===== src/rtl/bp_be_pkg.sv =====
// Shared types for the backend control pipe: control fu ops and the staged result payload.
package bp_be_pkg;

  typedef enum logic [3:0] {
    e_ctrl_op_beq  = 4'd0,
    e_ctrl_op_bne  = 4'd1,
    e_ctrl_op_blt  = 4'd2,
    e_ctrl_op_bge  = 4'd3,
    e_ctrl_op_bltu = 4'd4,
    e_ctrl_op_bgeu = 4'd5,
    e_ctrl_op_jal  = 4'd6,
    e_ctrl_op_jalr = 4'd7
  } bp_be_ctrl_fu_op_e;

  // Address fields are sized for the widest supported vaddr; narrower configs zero-fill the top.
  localparam int unsigned bp_max_vaddr_width_gp = 64;

  typedef struct packed {
    logic                             ctl;
    logic                             btaken;
    logic                             mispredict;
    logic                             misaligned;
    logic [bp_max_vaddr_width_gp-1:0] npc;
    logic [bp_max_vaddr_width_gp-1:0] link;
  } bp_be_ctl_pkt_s;

  localparam int unsigned bp_be_ctl_pkt_width_gp = $bits(bp_be_ctl_pkt_s);

endpackage


===== src/rtl/bp_be_pipe_ctl_stage.sv =====
// One pipeline slot of the control pipe: valid bit with async reset and flush kill, plus payload.
module bp_be_pipe_ctl_stage #(
  parameter int unsigned width_p = 1
) (
  input  logic               clk_i,
  input  logic               reset_i,
  input  logic               flush_i,
  input  logic               v_i,
  input  logic [width_p-1:0] pkt_i,
  output logic               v_o,
  output logic [width_p-1:0] pkt_o
);

  always_ff @(posedge clk_i or posedge reset_i) begin
    if (reset_i) v_o <= 1'b0;
    else         v_o <= v_i & ~flush_i;
  end

  // Payload is qualified by v_o downstream, so it carries no reset.
  always_ff @(posedge clk_i) begin
    if (v_i) pkt_o <= pkt_i;
  end

endmodule


===== src/rtl/bp_be_pipe_ctl_mc.sv =====
// Multi-cycle control pipe: resolves branches/jumps, checks prediction and alignment,
// delivers results after latency_p cycles and keeps saturating branch/mispredict counters.
module bp_be_pipe_ctl_mc
  import bp_be_pkg::*;
#(
  parameter int vaddr_width_p = 39,
  parameter int dword_width_p = 64,
  parameter int latency_p     = 1,
  parameter int compressed_p  = 0,
  parameter int cnt_width_p   = 32
) (
  input  logic                     clk_i,
  input  logic                     reset_i,
  input  logic                     v_i,
  input  logic                     ctl_v_i,
  input  logic [3:0]               fu_op_i,
  input  logic                     baddr_sel_i,
  input  logic                     compressed_i,
  input  logic [vaddr_width_p-1:0] pc_i,
  input  logic [dword_width_p-1:0] rs1_i,
  input  logic [dword_width_p-1:0] rs2_i,
  input  logic [dword_width_p-1:0] imm_i,
  input  logic [vaddr_width_p-1:0] pred_npc_i,
  input  logic                     flush_i,
  input  logic                     clr_cnt_i,
  output logic                     v_o,
  output logic [dword_width_p-1:0] data_o,
  output logic                     br_v_o,
  output logic                     branch_o,
  output logic                     btaken_o,
  output logic [vaddr_width_p-1:0] npc_o,
  output logic                     mispredict_o,
  output logic                     misaligned_o,
  output logic [cnt_width_p-1:0]   branch_cnt_o,
  output logic [cnt_width_p-1:0]   mispred_cnt_o
);

  if (latency_p < 1 || latency_p > 3) begin : g_bad_latency
    $error("bp_be_pipe_ctl_mc: latency_p must be in 1..3");
  end
  if (vaddr_width_p > int'(bp_max_vaddr_width_gp) || dword_width_p < vaddr_width_p) begin : g_bad_width
    $error("bp_be_pipe_ctl_mc: need vaddr_width_p <= 64 and dword_width_p >= vaddr_width_p");
  end

  logic                     cond;
  logic                     btaken;
  logic [dword_width_p-1:0] base;
  logic [dword_width_p-1:0] sum;
  logic [vaddr_width_p-1:0] tgt;
  logic [vaddr_width_p-1:0] step;
  logic [vaddr_width_p-1:0] ntgt;
  logic [vaddr_width_p-1:0] npc;
  bp_be_ctl_pkt_s           pkt0;

  always_comb begin
    cond = 1'b0;
    case (fu_op_i)
      e_ctrl_op_beq:  cond = (rs1_i == rs2_i);
      e_ctrl_op_bne:  cond = (rs1_i != rs2_i);
      e_ctrl_op_blt:  cond = ($signed(rs1_i) <  $signed(rs2_i));
      e_ctrl_op_bge:  cond = ($signed(rs1_i) >= $signed(rs2_i));
      e_ctrl_op_bltu: cond = (rs1_i <  rs2_i);
      e_ctrl_op_bgeu: cond = (rs1_i >= rs2_i);
      e_ctrl_op_jal,
      e_ctrl_op_jalr: cond = 1'b1;
      default:        cond = 1'b0;
    endcase
  end

  assign btaken = ctl_v_i & cond;
  assign base   = baddr_sel_i ? rs1_i : dword_width_p'(pc_i);
  assign sum    = base + imm_i;
  assign tgt    = sum[vaddr_width_p-1:0] & ~vaddr_width_p'(1);
  assign step   = ((compressed_p != 0) && compressed_i) ? vaddr_width_p'(2) : vaddr_width_p'(4);
  assign ntgt   = pc_i + step;
  assign npc    = btaken ? tgt : ntgt;

  always_comb begin
    pkt0                          = '0;
    pkt0.ctl                      = ctl_v_i;
    pkt0.btaken                   = btaken;
    pkt0.mispredict               = v_i & ctl_v_i & (npc != pred_npc_i);
    pkt0.misaligned               = btaken & tgt[1] & (compressed_p == 0);
    pkt0.npc[vaddr_width_p-1:0]   = npc;
    pkt0.link[vaddr_width_p-1:0]  = ntgt;
  end

  logic                              stage_v   [latency_p+1];
  logic [bp_be_ctl_pkt_width_gp-1:0] stage_pkt [latency_p+1];

  assign stage_v[0]   = v_i;
  assign stage_pkt[0] = pkt0;

  for (genvar i = 1; i <= latency_p; i++) begin : g_stage
    bp_be_pipe_ctl_stage #(
      .width_p(bp_be_ctl_pkt_width_gp)
    ) stage (
      .clk_i  (clk_i),
      .reset_i(reset_i),
      .flush_i(flush_i),
      .v_i    (stage_v[i-1]),
      .pkt_i  (stage_pkt[i-1]),
      .v_o    (stage_v[i]),
      .pkt_o  (stage_pkt[i])
    );
  end

  logic                     out_v;
  bp_be_ctl_pkt_s           out_pkt;
  logic [vaddr_width_p-1:0] link;
  logic                     count;

  assign out_v   = stage_v[latency_p];
  assign out_pkt = stage_pkt[latency_p];
  assign link    = out_pkt.link[vaddr_width_p-1:0];
  assign count   = out_v & out_pkt.ctl;

  assign br_v_o       = out_v;
  assign v_o          = count;
  assign branch_o     = count;
  assign btaken_o     = out_v & out_pkt.btaken;
  assign mispredict_o = out_v & out_pkt.mispredict;
  assign misaligned_o = out_v & out_pkt.misaligned;
  assign npc_o        = out_pkt.npc[vaddr_width_p-1:0];
  assign data_o       = dword_width_p'($signed(link));

  if (dword_width_p > vaddr_width_p) begin : g_sum_hi
    logic unused_sum_hi;
    assign unused_sum_hi = ^sum[dword_width_p-1:vaddr_width_p];
  end
  if (vaddr_width_p < int'(bp_max_vaddr_width_gp)) begin : g_pkt_hi
    logic unused_pkt_hi;
    assign unused_pkt_hi = ^{out_pkt.npc[bp_max_vaddr_width_gp-1:vaddr_width_p],
                             out_pkt.link[bp_max_vaddr_width_gp-1:vaddr_width_p]};
  end

  always_ff @(posedge clk_i or posedge reset_i) begin
    if (reset_i) begin
      branch_cnt_o  <= '0;
      mispred_cnt_o <= '0;
    end else if (clr_cnt_i) begin
      branch_cnt_o  <= '0;
      mispred_cnt_o <= '0;
    end else if (count) begin
      if (branch_cnt_o != '1)
        branch_cnt_o <= branch_cnt_o + cnt_width_p'(1);
      if (out_pkt.mispredict && (mispred_cnt_o != '1))
        mispred_cnt_o <= mispred_cnt_o + cnt_width_p'(1);
    end
  end

endmodule


===== config.mk =====
export PLATFORM = sky130hd
export DESIGN_NAME = bp_be_pipe_ctl_mc
export DESIGN_NICKNAME = d
export VERILOG_FILES = /design/src/rtl/bp_be_pkg.sv /design/src/rtl/bp_be_pipe_ctl_stage.sv /design/src/rtl/bp_be_pipe_ctl_mc.sv
export SDC_FILE = /design/constraint.sdc
export NUM_CORES = 1
export LEC_CHECK = 0
export ABC_CLOCK_PERIOD_IN_PS = 2800
export BUFFER_PORTS_ARGS = -buffer_cell sky130_fd_sc_hd__buf_2
export CAP_MARGIN = 20
export CORE_UTILIZATION = 30
export CTS_BUF_LIST = sky130_fd_sc_hd__clkbuf_8 sky130_fd_sc_hd__clkbuf_16
export DETAILED_ROUTE_END_ITERATION = 6
export REMOVE_ABC_BUFFERS = 1
export SLEW_MARGIN = 30
export SYNTH_ARGS = -nofsm -noshare
export SYNTH_HDL_FRONTEND = slang
export SYNTH_SLANG_ARGS = --single-unit
export TNS_END_PERCENT = 30

===== constraint.sdc =====
create_clock -name clk_i -period 2.8 [get_ports clk_i]
set_input_delay 0.84 -clock clk_i [delete_from_list [all_inputs] [get_ports clk_i]]
set_output_delay 0.84 -clock clk_i [all_outputs]
set_load 0.005 [all_outputs]

# Yosys cells after proc, flatten, opt, wreduce, memory -nomap -nowiden
# Index checks and enable logic that the tools add are counted.
[totals]
ff_bits = 147
out_inout_bits = 173
word_cells = 51
[classes]
n_addsub = 4
order_cmp = 4
n_eq_ne = 12
mux = 9
bitwise = 10
n_reduce_logical = 8
[ops]
columns = ["operator", "count"]
rows = [
  ["2-to-1 mux 32 bit", 6],
  [">= comparator 64 bit", 2],
  ["less-than comparator 64 bit", 2],
  ["2-to-1 mux 39 bit", 2],
  ["adder 32 x 1 -> 32 bit (second input constant)", 2],
  ["equality test 64 bit", 1],
  ["inequality test 32 bit (second input constant)", 2],
  ["inequality test 64 bit", 1],
  ["adder 39 x 3 -> 39 bit (second input constant)", 1],
  ["adder 39 bit", 1],
  ["inequality test 39 bit", 1],
  ["equality test 4 x 3 -> 1 bit (second input constant)", 4],
  ["bitwise AND 1 bit", 9],
  ["equality test 4 x 2 -> 1 bit (second input constant)", 2],
  ["one-hot mux 1 bit (7 select lines)", 1],
  ["nonzero test 2 bit", 3],
  ["equality test 4 x 1 -> 1 bit (second input constant)", 1],
  ["zero test 4 bit", 1],
  ["AND reduction 2 bit", 2],
  ["OR reduction 2 bit", 1],
  ["logical AND 1 bit", 1],
  ["inverter 1 bit", 1],
]

# Depth between registers and ports, before layout
# Gate-level depths: netlist (run 1).
[logic_depth]
depth_word = 7
depth_mapped = 18
depth_no_buf = 16

# Hierarchy
# From an unflattened synthesis (run 1), not the netlist that was laid out.
[unflattened]
cells_unflattened = 1415
hier_area_um2 = 13680.6
[by_module_without_submodules]
columns = ["mod", "n_inst", "cells_each", "area_each_um2", "seq_area_each_um2"]
rows = [
  ["bp_be_pipe_ctl_mc", 1, 1280, 9674.3, 1601.5],
  ["bp_be_pipe_ctl_stage", 1, 135, 4006.3, 3988.8],
]

# Worst setup path after synthesis (run 1)
# Ideal clock, no wire load.
[synth_path]
path_type = "input to register"
from = "in baddr_sel_i"
to = "reg g_stage[1].stage.pkt_o[129] (data pin)"
setup_time_ns = 0.258
arrival_ns = 5.037
t_required_ns = 2.542
path_slack_ns = -2.495
stages = 17
path_buffers = 2
path_cell_list = "clkbuf_1 clkbuf_1 mux2_2 ha_1 and3_4 and4_1 o211a_1 o41a_1 a2111oi_4 nor3_2 o41a_1 and3_1 o31ai_4 nand3_1 a211o_1 nor4_2 nor2_1"
[synth_via]
elab_chain_cells = 5
[synth_lines]
columns = ["item", "line_no", "text"]
rows = [
  ["start: declaration", "bp_be_pipe_ctl_mc.sv:17", "input logic baddr_sel_i,"],
  ["2-to-1 mux 39 bit", "bp_be_pipe_ctl_mc.sv:71", "assign base = baddr_sel_i ? rs1_i : dword_width_p'(pc_i);"],
  ["adder 39 bit", "bp_be_pipe_ctl_mc.sv:72", "assign sum = base + imm_i;"],
  ["2-to-1 mux 39 bit", "bp_be_pipe_ctl_mc.sv:76", "assign npc = btaken ? tgt : ntgt;"],
  ["inequality test 39 bit", "bp_be_pipe_ctl_mc.sv:82", "pkt0.mispredict = v_i & ctl_v_i & (npc != pred_npc_i);"],
  ["bitwise AND 1 bit", "bp_be_pipe_ctl_mc.sv:82", ""],
  ["named net g_stage[1].stage.pkt_i[129]", "bp_be_pipe_ctl_stage.sv:9", "input logic [width_p-1:0] pkt_i,"],
  ["end signal: assignment", "bp_be_pipe_ctl_stage.sv:21", "if (v_i) pkt_o <= pkt_i;"],
  ["end: declaration", "bp_be_pipe_ctl_stage.sv:11", "output logic [width_p-1:0] pkt_o"],
]
# The timed path passes the listed nets, and every way through them passes these cells.
# A chain may end at the register's enable or synchronous reset.

# Final worst setup path (run 1)
# Same ends and word-level chain as after synthesis.

==> results of run 1 <==
-- stage by stage --
step | power (mW) | setup WS [ns] | area [sq um] | std cells
after floorplan | 3.763 | -2.599 | 12860 | 1465
after global placement | 5.376 | -2.501 | 19220 | 2944
after detailed placement | 5.421 | -2.567 | 19220 | 2944
after CTS | 8.166 | -1.805 | 21460 | 3012
after global routing | 8.667 | -1.989 | 21880 | 3032
final | 8.254 | -1.855 | 21890 | 3035
-- critical path: stages --
cell and delay [ns]:
buf_12 0.12, buf_12 0.14, mux2_4 0.31, ha_4 0.25
buf_6 0.12, and2_4 0.14, nand2_2 0.06, a31oi_2 0.09
o41a_1 0.46, a2111oi_4 0.45, nor3_2 0.09, o41a_1 0.48
nor4_4 0.20, o31ai_4 0.11, buf_4 0.15, a21o_1 0.17
a211o_1 0.32, nor4_2 0.26, nor2_1 0.06
-- layout by cell type (no fill, tap or decap), types with 18 or more instances in the layout --
cell type and instances:
a21o_1 32, nor3_1 46, dfrtp_1 65, or3_1 22, mux2_2 22, and3_1 30, nand3_1 70, buf_4 460
xnor2_1 52, inv_1 82, xor2_1 67, nand4_1 47, edfxtp_1 82, a211oi_1 18, clkbuf_16 19, inv_2 21
ha_4 42, nand2_1 96, buf_6 57, buf_2 389, nor2_1 137, a21oi_1 76, o21ai_0 42, ha_1 60
-- metal layers --
metal  share of wire  track usage  up-vias
li1                -            -     7426
met1            0.42       0.2787     7422
met2            0.49       0.4028      603
met3           0.057      0.04095      106
met4           0.035      0.09531        6
met5         0.00061            0        -
-- area by class of cell --
type                       count  share of cell area
timing repair buffer         924              0.2920
clock inverter                12            0.005773
multi-input combinational   1212              0.4388
tap                          600             0.03430
inverter                     106             0.01886
clock buffer                  20             0.02184
antenna                       14            0.001601
sequential                   147              0.1868
-- cells by family after synthesis --
kind of cell / count (synthesis) / share of synthesized area
AOI/OAI and AO/OA: 352 / 0.1797
DFF: 147 / 0.2951
muxes: 41 / 0.03233
xor gates and xnor gates: 125 / 0.08009
adders and majority gates: 105 / 0.09535
buffers and inverters: 261 / 0.1005
and+or+nand+nor: 589 / 0.2170
-- path summary, 6_finish.rpt --
| check | from | to | slack (ns) |
|---|---|---|---|
| worst max register to register | mispred_cnt_o[14] | mispred_cnt_o[14] | 0.10 |
| min in group clk_i | flush_i | g_stage[1].stage.v_o | 0.56 |
| max in group asynchronous | reset_i | branch_cnt_o[5] | 2.04 |
| worst max-delay path | baddr_sel_i | g_stage[1].stage.pkt_o[129] | -1.85 |
| worst min register to register | branch_cnt_o[28] | branch_cnt_o[28] | 0.57 |
| worst min-delay path | reset_i | branch_cnt_o[30] | 0.48 |
-- registers in the layout (all words and copies together), names as in the netlist --
register,cells
mispred_cnt_o,32
g_stage.stage.v_o,1
g_stage.stage.pkt_o,82
branch_cnt_o,32
-- where the power goes --
part	total (mW)	internal [mW]	leakage (nW)	switching, mW
combinational	3.43	1.75	8.34	1.68
sequential	2.48	2.44	1.71	0.0493
clock	2.34	1.41	0.307	0.928
total	8.25	5.59	10.4	2.66
-- what timing repair did --
| action | in CTS | in global routing |
|---|---|---|
| gates resized for setup | 265 | 64 |
| setup buffers | 35 | 9 |
| cloned | 2 | 1 |
| pin swaps | 82 | 28 |
| endpoints found under the setup margin | 54 | 77 |
==> results.md, run 1 <==
- Status: finished with violations
- Violated checks: negative setup slack
- Core area: 45480 sq um
- Largest net degree at the start of global routing: 66
- FF/Latch Area: 4089 sq um
- Clock root buffer: clkbuf_16
- Avg Synthesized Cell Area: 8.554 sq um
- Die width: 216.9 um
- Slew Limit Headroom: 0.5510
- Port Buffers: 428
- WL final: 56070 um
- Peak supply drop: 376.2 uV
- Hold Fails Final Rpt: 0
- R2r worst-path depth: 11
- Final nets: 2795
- Die Area: 47050 sq um
- Clk slew on worst S/H paths: 0.06 ns
- Worst path required time: 2.98 ns
- Final worst path period need: 4.655 ns
- Row Count: 78
- Commonest cells post-synth: nor2_1 (155), buf_4 (106), inv_1 (105)
- Crit-path max FO: 8
- Leakage: 10.35 nW
- Post-synth cell types: 90
- Routed len/inst: 18.47 um
- Number of synthesized flops with an enable pin: 82
- Final WS setup: -1.855 ns
- Max_cap viols: 0
- Final setup viols: 42
- H-tree lvl count: 4
- Fillers: 4355
- Leading area contributor after synthesis: edfxtp_1
- Final HPWL DP: 45630 um
- Via density: 5.128
- Initial antenna violation count: 17
- Area of the mapped netlist: 13860 sq um
- Final ANT Viol Nets: 0
- Ys async rst share: 0.4422
- CP Launch Type: input port
- Starting Density: 0.3047
- Count leader, synth: nor2_1
- TritonCTS clock tree: yes
- Crit end category: flop
- Setup_tns: -38.11 ns
- Register area share after synthesis: 0.2951
- Clock sink total: 147
- Setup CP Type: in2reg
- # IOs: 455
- GRT Total Usage: 0.2309
- Yosys warns: 0
- First-pass GRT wire length: 84010 um
- Worst Max-Slew Pin Slew: 0.6665 ns
- Count of state elements after synthesis: 147
- Post-synth top area share: 0.1777
- Period utilisation layout: 1.662
- Unrepaired setup endpoints after global routing: yes
- Hold Buf Count CTS: 0
- CP arrival: 4.84 ns
- GRT Residual Overflow: 0
- Fmax: 214.8 MHz
- Final Max Slew Viols: 0
- Layout cells sized above 1: 0.4944
- CTS buffer count: 17
- PwrDens: 377.1 nW/um^2
- Top post-synthesis cells by area: edfxtp_1 (18%), dfrtp_1 (12%), ha_1 (9.4%)
- Hold WS: 0.4792 ns
- DR iter-0 viols: 1004
- Multi-input logic area: 9604 sq um
- Clock skew: 0.01153 ns
- GP Congestion: 0.9256
- Clock latency at the later pin of the worst-skew pair: 0.43 ns
- Via count: 15560
- Vias in the first global route: 15310
- Min-delay worst type: in2async
- DRC errors left: 0
- Main synth FF type: edfxtp_1
- CTS max path bufs: 2
- Area growth from synthesis to layout: 57.96%
- Die H: 216.9 um
- Syn Inst Count: 1620
- Pre-antenna DRT Iters: 7
- Final Util: 0.4813
Note: power is estimated with default switching activity, not from simulation.
==> run 2: changes to the inputs <==
Settings changed: CORE_MARGIN set to 2.
==> results.md, run 2 (synthesis results as in run 1) <==
- Crit-path cells: buf_12, buf_12, buf_4, mux2_2, ha_1, nand2_1, nor4_4, a21o_1, a211oi_2, buf_4, o21ba_2, or4_1, a211oi_2, a311o_1, nor4_1, a2111oi_2, nand4_1, nor4_2, nor2_1
- Status: finished with violations
- Via density: 5.133
- Initial antenna violation count: 15
- Layout cells sized above 1: 0.4909
- Setup WS pre-CTS: -2.552 ns
- Largest Register: g_stage.stage.pkt_o
- Port Buffers: 428
- Die width: 218.9 um
- Commonest cells after routing, fill and taps aside: buf_4 (456), buf_2 (396), nor2_1 (133)
- Largest register FFs: 82
- Top delay family on crit path: simple AND/OR/NAND/NOR gates
- Most common cell after layout, fill and taps aside: buf_4
- Hold Buf Count CTS: 0
- Slew Limit Headroom: 0.5274
- First-pass GRT wire length: 84410 um
- Largest net degree at the start of global routing: 46
- Max_cap viols: 0
- Fin cells: 3022
- Final WS setup: -1.816 ns
- Setup CP Type: in2reg
- GRT Total Usage: 0.2272
- Inst Count DP: 2940
- Core area: 45480 sq um
- H-tree lvl count: 4
- Worst path required time: 2.99 ns
- Peak supply drop: 351.7 uV
- Final worst path period need: 4.616 ns
- Area after DPL: 19190 sq um
- Leakage: 10.24 nW
- Final HPWL DP: 45710 um
- Slowest CP cell: or4_1
- Fmax: 216.7 MHz
- CP Buf/Inv Count: 4
- Via count: 15510
- Min-delay worst type: in2async
- Die Area: 47930 sq um
- Crit-path max FO: 7
- Die H: 218.9 um
- Area growth from synthesis to layout: 56.89%
- GRT Residual Overflow: 0
- Final ANT Viol Nets: 0
- Slowest Stage Delay on Critical Path: 0.45 ns
- CP arrival: 4.81 ns
- Clock skew: 0.01291 ns
- WL final: 56490 um
- Top Registers: g_stage.stage.pkt_o (82), branch_cnt_o (32), mispred_cnt_o (32)
- CP Launch Type: input port
- Vias in the first global route: 15390
- Clock root buffer: clkbuf_16
- Clock latency at the later pin of the worst-skew pair: 0.44 ns
- Overall Power: 8.124 mW
- TritonCTS clock tree: yes
- # IOs: 455
- Violated checks: negative setup slack
- Clk slew on worst S/H paths: 0.07 ns
- Worst Max-Slew Pin Slew: 0.7079 ns
- Hold Fails Final Rpt: 0
- GP Congestion: 0.9475
- DR iter-0 viols: 1000
- Unrepaired setup endpoints after global routing: yes
- Routed len/inst: 18.69 um
- Final setup viols: 42
- Final nets: 2784
- Crit end category: flop
- Final Max Slew Viols: 0
- Final instance area: 21740 sq um
- Pre-antenna DRT Iters: 6
- Starting Density: 0.3047
- Clock sink total: 147
- CTS max path bufs: 2
- PwrDens: 373.7 nW/um^2
- Period utilisation layout: 1.648
- Final Util: 0.4780
- Row Count: 78
- CTS buffer count: 17
- DRC errors left: 0
run 2: worst paths after layout:
check | startpoint | end | slack (ns) | depth (start not counted)
max | baddr_sel_i | g_stage[1].stage.pkt_o[129] | -1.82 | 19
min | reset_i | mispred_cnt_o[4] | 0.53 | 2
max reg2reg | branch_cnt_o[22] | branch_cnt_o[28] | 0.10 | 13
min reg2reg | branch_cnt_o[28] | branch_cnt_o[28] | 0.57 | 2
max in group asynchronous | reset_i | branch_cnt_o[6] | 1.65 | 3
min in group clk_i | branch_cnt_o[28] | branch_cnt_o[28] | 0.57 | 2
run 2: timing repair:
item	4_1_cts	5_1_grt
gates resized for setup	201	110
pin swaps	76	25
endpoints found under the hold margin	0	0
endpoints found under the setup margin	47	72
gates cloned	1	1
setup buffers	27	12
run 2: metal layers:
layer / part of all wire / track usage
met5: 0.00060 / 0
met4: 0.038 / 0.1018
met3: 0.062 / 0.03479
met2: 0.49 / 0.3941
met1: 0.41 / 0.2772
run 2: where the power goes:
group	switching (mW)	total (mW)	internal [mW]	leakage, nW
logic	1.68	3.40	1.71	8.25
clock network	0.936	2.24	1.30	0.277
registers	0.0520	2.49	2.44	1.71
total	2.67	8.12	5.45	10.2
run 2: worst reg2reg max path, stage by stage, from the launching register on:
cell and delay [ns]:
dfrtp_1 0.35, and4_4 0.24, and3_4 0.20, and4_4 0.25, nand3_2 0.11, or4_4 0.44
nand2_2 0.09, nand2b_1 0.07, and3_1 0.20, and2_1 0.18, nor2b_4 0.16, nand4_1 0.10
xor2_1 0.15, nor2_1 0.05
run 2: area by class of cell:
cell class,count,area (sq um)
fillers,4367,23740
repair buffers,913,6246
flip-flops and latches,147,4089
clock inverters,15,143.9
clock buffers,17,425.4
well taps,600,750.7
diodes,12,30.03
inverters,106,412.9
multi-input cells,1212,9643
run 2: metrics by stage:
stage / setup TNS, ns / hold slack [ns]
finish: -36.62 / 0.5266
floorplan: -76.95 / 0.5405
detailed placement: -71.30 / 0.5546
global route: -41.49 / 0.5505
global placement: -68.70 / 0.5381
CTS: -31.55 / 0.5233
